## src/rtl/mem_access_ctrl.sv

```systemverilog
// mem_access_ctrl: M-stage data-bus controller for the five-stage MIPS pipeline.
// Builds the dbus request (size, byte strobes, lane-replicated store data),
// holds it until data_ok, extends load data and parks a completed response
// while the M stage is frozen. busy is the data-bus stall term.
// Optional feature: define MEM_ALIGN_CHECK_EN to reject misaligned half/word
// accesses (addr_err) instead of silently clearing the low address bits.

package common_pkg;
    typedef enum logic [2:0] {
        MSIZE1 = 3'd0,
        MSIZE2 = 3'd1,
        MSIZE4 = 3'd2,
        MSIZE8 = 3'd3
    } msize_t;

    typedef struct packed {
        logic        valid;
        logic [31:0] addr;
        msize_t      size;
        logic [3:0]  strobe;
        logic [31:0] data;
    } dbus_req_t;

    typedef struct packed {
        logic        addr_ok;
        logic        data_ok;
        logic [31:0] data;
    } dbus_resp_t;
endpackage

module mem_access_ctrl
    import common_pkg::*;
(
    input  logic        clk,
    input  logic        reset,
    input  logic        mem_en,
    input  logic        mem_write,
    input  logic [1:0]  mem_size,
    input  logic        mem_unsigned,
    input  logic [31:0] mem_addr,
    input  logic [31:0] mem_wdata,
    input  logic        advance,
    output dbus_req_t   dreq,
    input  dbus_resp_t  dresp,
    output logic        busy,
    output logic        done,
    output logic [31:0] rdata,
    output logic        addr_err
);

    typedef enum logic [1:0] {
        S_IDLE,
        S_WAIT_ADDR,
        S_WAIT_DATA,
        S_HOLD
    } state_t;

    state_t      state;
    logic [31:0] hold_buf;

    logic        is_byte;
    logic        is_half;
    logic        is_word;
    logic        err;
    logic [31:0] req_addr;
    logic        want_req;
    logic        handshake;

    // Size 3 is illegal and behaves as a word access.
    assign is_byte = (mem_size == 2'd0);
    assign is_half = (mem_size == 2'd1);
    assign is_word = mem_size[1];

`ifdef MEM_ALIGN_CHECK_EN
    assign err      = (is_half & mem_addr[0]) | (is_word & (|mem_addr[1:0]));
    assign req_addr = mem_addr;
    assign addr_err = ~reset & mem_en & err;
`else
    assign err      = 1'b0;
    assign req_addr = {mem_addr[31:2], mem_addr[1] & ~is_word, mem_addr[0] & is_byte};
    assign addr_err = 1'b0;
`endif

    // A request is live while waiting on the bus, or from the first cycle the
    // instruction sits in M; reset kills it in the same cycle.
    assign want_req  = (state == S_WAIT_ADDR) || (state == S_WAIT_DATA) ||
                       ((state == S_IDLE) && mem_en && !err);
    assign handshake = dreq.valid & dresp.data_ok;

    // No path from advance here, so the hazard unit sees no combinational loop.
    assign busy = dreq.valid & ~dresp.data_ok;
    assign done = ~reset & (handshake | (state == S_HOLD) | (mem_en & err));

    // Select the addressed lane of a bus word and sign/zero-extend it.
    function automatic logic [31:0] load_extend(input logic [31:0] word);
        logic [7:0]  b;
        logic [15:0] h;
        b = word[8*mem_addr[1:0] +: 8];
        h = mem_addr[1] ? word[31:16] : word[15:0];
        if (is_byte)
            return {{24{b[7] & ~mem_unsigned}}, b};
        else if (is_half)
            return {{16{h[15] & ~mem_unsigned}}, h};
        else
            return word;
    endfunction

    // Request fields: aligned address, size code, byte strobes, replicated store data.
    always_comb begin
        // NOTE: every combinational output gets a default first so no path leaves it unassigned (no latch).
        dreq        = '0;
        dreq.valid  = want_req & ~reset;
        dreq.addr   = req_addr;
        dreq.size   = MSIZE4;
        dreq.strobe = 4'h0;
        dreq.data   = mem_wdata;
        if (is_byte) begin
            dreq.size = MSIZE1;
            dreq.data = {4{mem_wdata[7:0]}};
            if (mem_write) dreq.strobe = 4'b0001 << mem_addr[1:0];
        end else if (is_half) begin
            dreq.size = MSIZE2;
            dreq.data = {2{mem_wdata[15:0]}};
            if (mem_write) dreq.strobe = 4'b0011 << {mem_addr[1], 1'b0};
        end else begin
            if (mem_write) dreq.strobe = 4'hf;
        end
    end

    // Load result: live bus data on the completing cycle, buffered word while frozen.
    always_comb begin
        rdata = '0;
        if (!reset) begin
            if (state == S_HOLD)
                rdata = load_extend(hold_buf);
            else if (handshake)
                rdata = load_extend(dresp.data);
        end
    end

    // Request tracking FSM plus the buffer for a response completed under a freeze.
    always_ff @(posedge clk) begin
        // NOTE: sequential state uses non-blocking assignments so every register samples pre-edge values.
        if (reset) begin
            state    <= S_IDLE;
            // NOTE: the response buffer is a plain register, cleared so HOLD never exposes stale data after reset.
            hold_buf <= '0;
        end else begin
            case (state)
                S_IDLE, S_WAIT_ADDR, S_WAIT_DATA: begin
                    if (dreq.valid) begin
                        if (dresp.data_ok) begin
                            if (advance) begin
                                state <= S_IDLE;
                            end else begin
                                state    <= S_HOLD;
                                hold_buf <= dresp.data;
                            end
                        end else if (dresp.addr_ok || (state == S_WAIT_DATA)) begin
                            state <= S_WAIT_DATA;
                        end else begin
                            state <= S_WAIT_ADDR;
                        end
                    end
                end
                S_HOLD: begin
                    if (advance) state <= S_IDLE;
                end
                default: state <= S_IDLE;
            endcase
        end
    end

endmodule

```

## config.mk

```make
export PLATFORM = sky130hd
export DESIGN_NAME = mem_access_ctrl
export DESIGN_NICKNAME = d
export VERILOG_FILES = /design/src/rtl/mem_access_ctrl.sv
export SDC_FILE = /design/constraint.sdc
export NUM_CORES = 1
export LEC_CHECK = 0
export CORE_ASPECT_RATIO = 0.9
export CORE_MARGIN = 4
export CORE_UTILIZATION = 55
export CTS_BUF_LIST = sky130_fd_sc_hd__clkbuf_8
export CTS_CLUSTER_SIZE = 10
export DETAILED_ROUTE_END_ITERATION = 7
export DONT_BUFFER_PORTS = 1
export PLACE_DENSITY_LB_ADDON = 0.2
export SLEW_MARGIN = 20
export SYNTH_ARGS = -nofsm -noshare
export SYNTH_HDL_FRONTEND = slang
export SYNTH_SLANG_ARGS = --single-unit
```

## constraint.sdc

```tcl
create_clock -name clk -period 3.1 [get_ports clk]
set_input_delay 0.93 -clock clk [delete_from_list [all_inputs] [get_ports clk]]
set_output_delay 0.93 -clock clk [all_outputs]
set_load 0.02 [all_outputs]
```

==> results of run 1 <==
## stage by stage
step                setup TNS (ns)   util
floorplan                    -5.01      -
global placement             -1.79  0.639
detailed placement           -2.23  0.639
CTS                       -0.00693  0.665
global route                -0.789  0.688
finish                      -0.320  0.688
## final cells by class
cell class	instances	area, sq um
Clock inverter	2	12.5
Tap cell	87	109
Clock buffer	6	82.6
Fill cell	506	1910
Timing Repair Buffer	66	594
Inverter	29	113
Sequential cell	34	686
Multi-Input combinational cell	332	2610
## Yosys cell counts, types with 2 or more instances
library cell,instances,area (sq um)
nand2_1,122,458
buf_4,41,308
a21oi_1,38,190
dfxtp_1,34,681
inv_1,29,109
nor2_1,26,97.6
o22ai_1,25,156
mux4_2,18,405
clkbuf_1,16,60.1
o2111ai_1,16,140
buf_2,13,65.1
a221oi_1,12,105
mux2i_1,12,120
o21ai_0,9,45.0
mux2_2,8,90.1
a2111o_1,7,78.8
buf_6,4,45.0
nor2b_1,4,25.0
a221oi_2,3,45.0
buf_1,3,11.3
ha_1,3,37.5
nor3_1,3,15.0
or3_1,3,18.8
and2_1,2,12.5
nand2b_1,2,12.5
o21ai_1,2,10.0
or2_1,2,12.5
## power breakdown
group          internal (mW)  switching, mW
Clock                  0.179          0.184
Sequential             0.463         0.0238
Combinational          0.267          0.346
## metal layers
| layer | vias up | GRT usage | part of all wire |
|---|---|---|---|
| met2 | 246 | 0.508 | 0.47 |
| met5 | - | 0 | 0 |
| li1 | 1620 | - | - |
| met3 | 62 | 0.109 | 0.12 |
| met4 | 0 | 0.112 | 0.041 |
| met1 | 1740 | 0.381 | 0.37 |
## timing repair
item	4_1_cts	5_1_grt
gates cloned	1	0
setup buffers	1	0
setup endpoints to repair	26	29
pin swaps	12	7
resized for setup	12	30
## sequential cells by signal, summed over array words and instances (netlist names)
name / flops
state: 2
hold_buf: 32
## final timing paths
path                       end  slack, ns
hold reg to reg       state[0]       0.47
setup reg to reg  hold_buf[19]       1.11
hold / removal        state[0]       0.47
setup / recovery      rdata[6]      -0.06
## worst max-delay path, cell delays in order
cell and delay (ns):
nor2b_4 0.12, or2_4 0.29, a2111o_1 0.46, a221oi_4 0.42
## kinds of logic (layout without fill, tap and decap cells)
logic type,after synthesis,count (layout),synth area share
AOI/OAI and AO/OA,118,118,0.236
adders and majority gates,3,3,0.0108
buffers and inverters,107,103,0.174
DFF,34,34,0.196
muxes,38,38,0.178
other,1,2,0.00108
and+or+nand+nor,170,171,0.204
## placed cells by master, fill, tap and decap left out, types with 3 or more instances in the layout
cell type	Yosys	layout
nand2_1	122	122
buf_4	41	49
a21oi_1	38	38
dfxtp_1	34	32
inv_1	29	26
nor2_1	26	25
mux4_2	18	18
o22ai_1	25	16
buf_6	4	13
mux2i_1	12	12
o2111ai_4	0	10
o21ai_0	9	9
mux2_2	8	8
a2111o_1	7	7
a221oi_1	12	7
clkbuf_8	0	6
o22ai_4	0	5
o22ai_2	0	4
o2111ai_1	16	4
a221oi_2	3	4
a221oi_4	0	4
buf_12	0	4
or3_1	3	3
nor3_1	3	3
==> flow_metrics.tcl, run 1 <==
set metrics [dict create \
    yosys_warnings 0 \
    maxSlewViolCount 0 \
    fmax_mhz 317 \
    synth-edff-count 0 \
    root_buffer "clkbuf_8" \
    synthFlopType "dfxtp_1" \
    p_leak_nw 1.63 \
    hold_start "state[0]" \
    grt_max_degree 47 \
    placementRows 27 \
    clock_sinks 34 \
    grt_use_total 0.312 \
    antenna_found_initial 0 \
    coreArea_sq_um 6110 \
    p_per_area_nw_per_um2 348 \
    critPathArrivalTime_ns 2.23 \
    die_w_um 91.7 \
    drt_iter0_drc 309 \
    fin_skew_ns 0.00655 \
    synth.distinct_cells 41 \
    vias 3668 \
    path_clk_slew_ns 0.07 \
    ys_seq_elements 34 \
    pin_count 213 \
    endpoint_kind "output pin" \
    drt-total-wl_um 12200 \
    finalPower_mw 1.46 \
    grt_pass1_vias 3607 \
    synth_area_sq_um 3470 \
    cts_tree "yes" \
    setup_viol 11 \
    finalHoldViolations 0 \
    violations "negative setup slack" \
    hold_depth 2 \
    synth-seq-area-share 0.196 \
    async_flop_share 0 \
    startpoint "mem_size[0]" \
    grt_overflow 0 \
    layout.cells.non_filler 556 \
    grt_pass1_wl_um 19200 \
    dpl_cell_area_sq_um 3910 \
    area.growth.synth_to_final_pct 21.3 \
    drc 0 \
    cap_violations 0 \
    ir_drop_uv 238 \
    fin_area_sq_um 4210 \
    cts_hold_buf 0 \
    outcome "finished, violations left" \
    hold_ws_ns 0.467 \
    finalWorstSetupSlack_ns -0.0556 \
    place_ws_ns -0.186 \
    path_max_fanout 18 \
    vias_per_cell 6.60 \
    routabilityCongestion 0.888 \
    clk_latency_ns 0.30 \
    place_hpwl_um 8730 \
    port_buffers 0 \
    n_antenna_cell 0 \
    path_class "in2out" \
    cts_buffer_depth 2 \
    initial_core_util 0.567 \
    hp-class "reg2reg" \
    num-nets-final 577 \
    finalCritPeriodShare 1.02 \
    r2r_start "state[1]" \
    reg2regPathDepth 7 \
    cp.required_ns 2.17 \
    cts_htree_levels 2 \
    drive_above_1_share 0.313 \
    numCtsBuffers 5 \
    ant_nets 0 \
    wire_per_inst_um 22.0 \
    fin_crit_ns 3.16 \
    rsz0062_at_grt "yes" \
    syn_avg_cell_area_sq_um 7.36 \
    die_h_um 83.3 \
    placed_cells 546 \
    first_pass_iters 5 \
    cp-start-kind "input pin" \
    dieArea_sq_um 7640 \
    netlist_instances 471 \
]
Power figures use the tool's default switching activity.
==> inputs of run 2 (changes only) <==
--- a/config.mk
+++ b/config.mk
@@ -14,4 +14,5 @@
 export DONT_BUFFER_PORTS = 1
 export PLACE_DENSITY_LB_ADDON = 0.2
+export RECOVER_POWER = 50
 export SLEW_MARGIN = 20
 export SYNTH_ARGS = -nofsm -noshare
==> constraint.sdc (replaced) <==
create_clock -name clk -period 3.1 [get_ports clk]
set_input_delay 0.465 -clock clk [delete_from_list [all_inputs] [get_ports clk]]
set_output_delay 0.465 -clock clk [all_outputs]
set_load 0.02 [all_outputs]
==> flow_metrics.tcl, run 2 (same netlist as run 1, synthesis figures left out) <==
set metrics [dict create \
    grt_pass1_vias 3271 \
    finalHoldViolations 0 \
    drive_above_1_share 0.150 \
    placed_cells 513 \
    area.growth.synth_to_final_pct 0.0362 \
    path_class "reg2out" \
    regMostFlops "hold_buf" \
    hold_start "reset" \
    startpoint "state[1]" \
    drt_iter0_drc 279 \
    maxSlewViolCount 0 \
    p_clk_frac 0.354 \
    cts_htree_levels 2 \
    p_per_area_nw_per_um2 421 \
    clock_sinks 34 \
    fmax_mhz 333 \
    hp-class "in2reg" \
    first_pass_iters 5 \
    cts_resized 2 \
    final_cell_mix "nand2_1 (122), a21oi_1 (38), dfxtp_1 (34)" \
    worstMarginPinSlew_ns 0.745 \
    rsz0062_at_grt "no" \
    cts_tree "yes" \
    drc 0 \
    antenna_found_initial 0 \
    seqPwrFrac 0.332 \
    cp-start-kind "flip-flop" \
    critPathArrivalTime_ns 2.54 \
    fin_setup_tns_ns 0 \
    cp.required_ns 2.63 \
    power_frac_comb 0.314 \
    layout.cells.non_filler 521 \
    largestRegisters "hold_buf x32, state x2" \
    internal_power_uw 954 \
    layout_commonest_cell "nand2_1" \
    n_antenna_cell 0 \
    num-nets-final 542 \
    finalPower_mw 1.46 \
    fillers 582 \
    r2r_start "state[1]" \
    outcome "finished, final reports clean" \
    cap_violations 0 \
    endpoint_kind "output pin" \
    coreArea_sq_um 6110 \
    fin_crit_ns 3.00 \
    grt_max_degree 47 \
    postCtsSetupRepairBufs 0 \
    finalCritPeriodShare 0.968 \
    slew_headroom 0.500 \
    largest_reg_flops 32 \
    vias 3454 \
    fin_skew_ns 0.00357 \
    vias_per_cell 6.63 \
    ant_nets 0 \
    dieArea_sq_um 7640 \
    swShare 0.346 \
    cts_hold_buf 0 \
    root_buffer "clkbuf_8" \
    drt-total-wl_um 11300 \
    grt_use_total 0.283 \
    grt_overflow 0 \
    setup_viol 0 \
    placementRows 27 \
    die_h_um 83.3 \
    path_max_fanout 9 \
    cts_buffer_depth 2 \
    ir_drop_uv 249 \
    p_leak_nw 1.35 \
    place_hpwl_um 7880 \
    port_buffers 0 \
    path_clk_slew_ns 0.08 \
    die_w_um 91.7 \
    wire_per_inst_um 21.7 \
    grt_pass1_wl_um 17600 \
    routabilityCongestion 0.816 \
    initial_core_util 0.567 \
    p_sw_uw 505 \
    pin_count 213 \
    clk_latency_ns 0.29 \
    numCtsBuffers 5 \
]
[run 2: cell count changes in the layout (fill, tap and decap cells not counted), moves of 5 or more]
cell / change
buf_4: -20
o2111ai_4: -10
mux2_2: -8
buf_6: -13
mux2_1: +8
o22ai_4: -5
a221oi_1: +5
o22ai_1: +9
o2111ai_1: +12
[run 2: metrics by stage]
step	utilization	worst slack (ns)	hold slack [ns]	cell area, sq um
6_report	0.567	0.0996	0.226	3470
2_1_floorplan	-	0.562	0.446	3470
3_5_place_dp	0.545	0.296	0.459	3330
4_1_cts	0.569	0.174	0.225	3480
5_1_grt	0.567	0.0160	0.226	3470
3_3_place_gp	0.545	0.395	0.452	3330
[run 2: layout make-up]
class | count | area [sq um] | share of cell area
Tap cell | 87 | 109 | 0.0314
Multi-Input combinational cell | 331 | 2200 | 0.635
Clock inverter | 3 | 68.8 | 0.0198
Sequential cell | 34 | 681 | 0.196
Timing Repair Buffer | 32 | 229 | 0.0660
Clock buffer | 5 | 68.8 | 0.0198
Inverter | 29 | 109 | 0.0314
[run 2: critical path: stages, from the launching register on]
cell      delay, ns
dfxtp_1        0.40
inv_1          0.06
ha_1           0.29
a21o_1         0.11
nand3b_1       0.36
a2111o_1       0.42
a221oi_1       0.39
buf_4          0.22
[run 2: power groups by stage]
stage | Combinational (mW) | Clock (mW) | Sequential [mW]
finish | 0.458 | 0.517 | 0.484
floorplan | 0.463 | 0 | 0.486
detailed placement | 0.460 | 0 | 0.494
CTS | 0.464 | 0.519 | 0.483
global route | 0.495 | 0.538 | 0.488
global placement | 0.454 | 0 | 0.492
[run 2: path summary, 6_finish.rpt]
| path | to | slack [ns] | cells past startpoint |
|---|---|---|---|
| max | rdata[3] | 0.1 | 7 |
| min | hold_buf[18] | 0.23 | 1 |
| min reg2reg | hold_buf[1] | 0.47 | 2 |
| max reg2reg | hold_buf[3] | 0.87 | 7 |
[run 2: layer usage]
layer | share of wire | up-vias | global-route usage | wire, um
li1 | - | 1549 | - | -
met1 | 0.38 | 1601 | 0.376 | 4270
met2 | 0.45 | 252 | 0.430 | 5120
met3 | 0.14 | 52 | 0.0833 | 1540
met4 | 0.034 | 0 | 0.115 | 384
met5 | 0 | - | 0 | 0
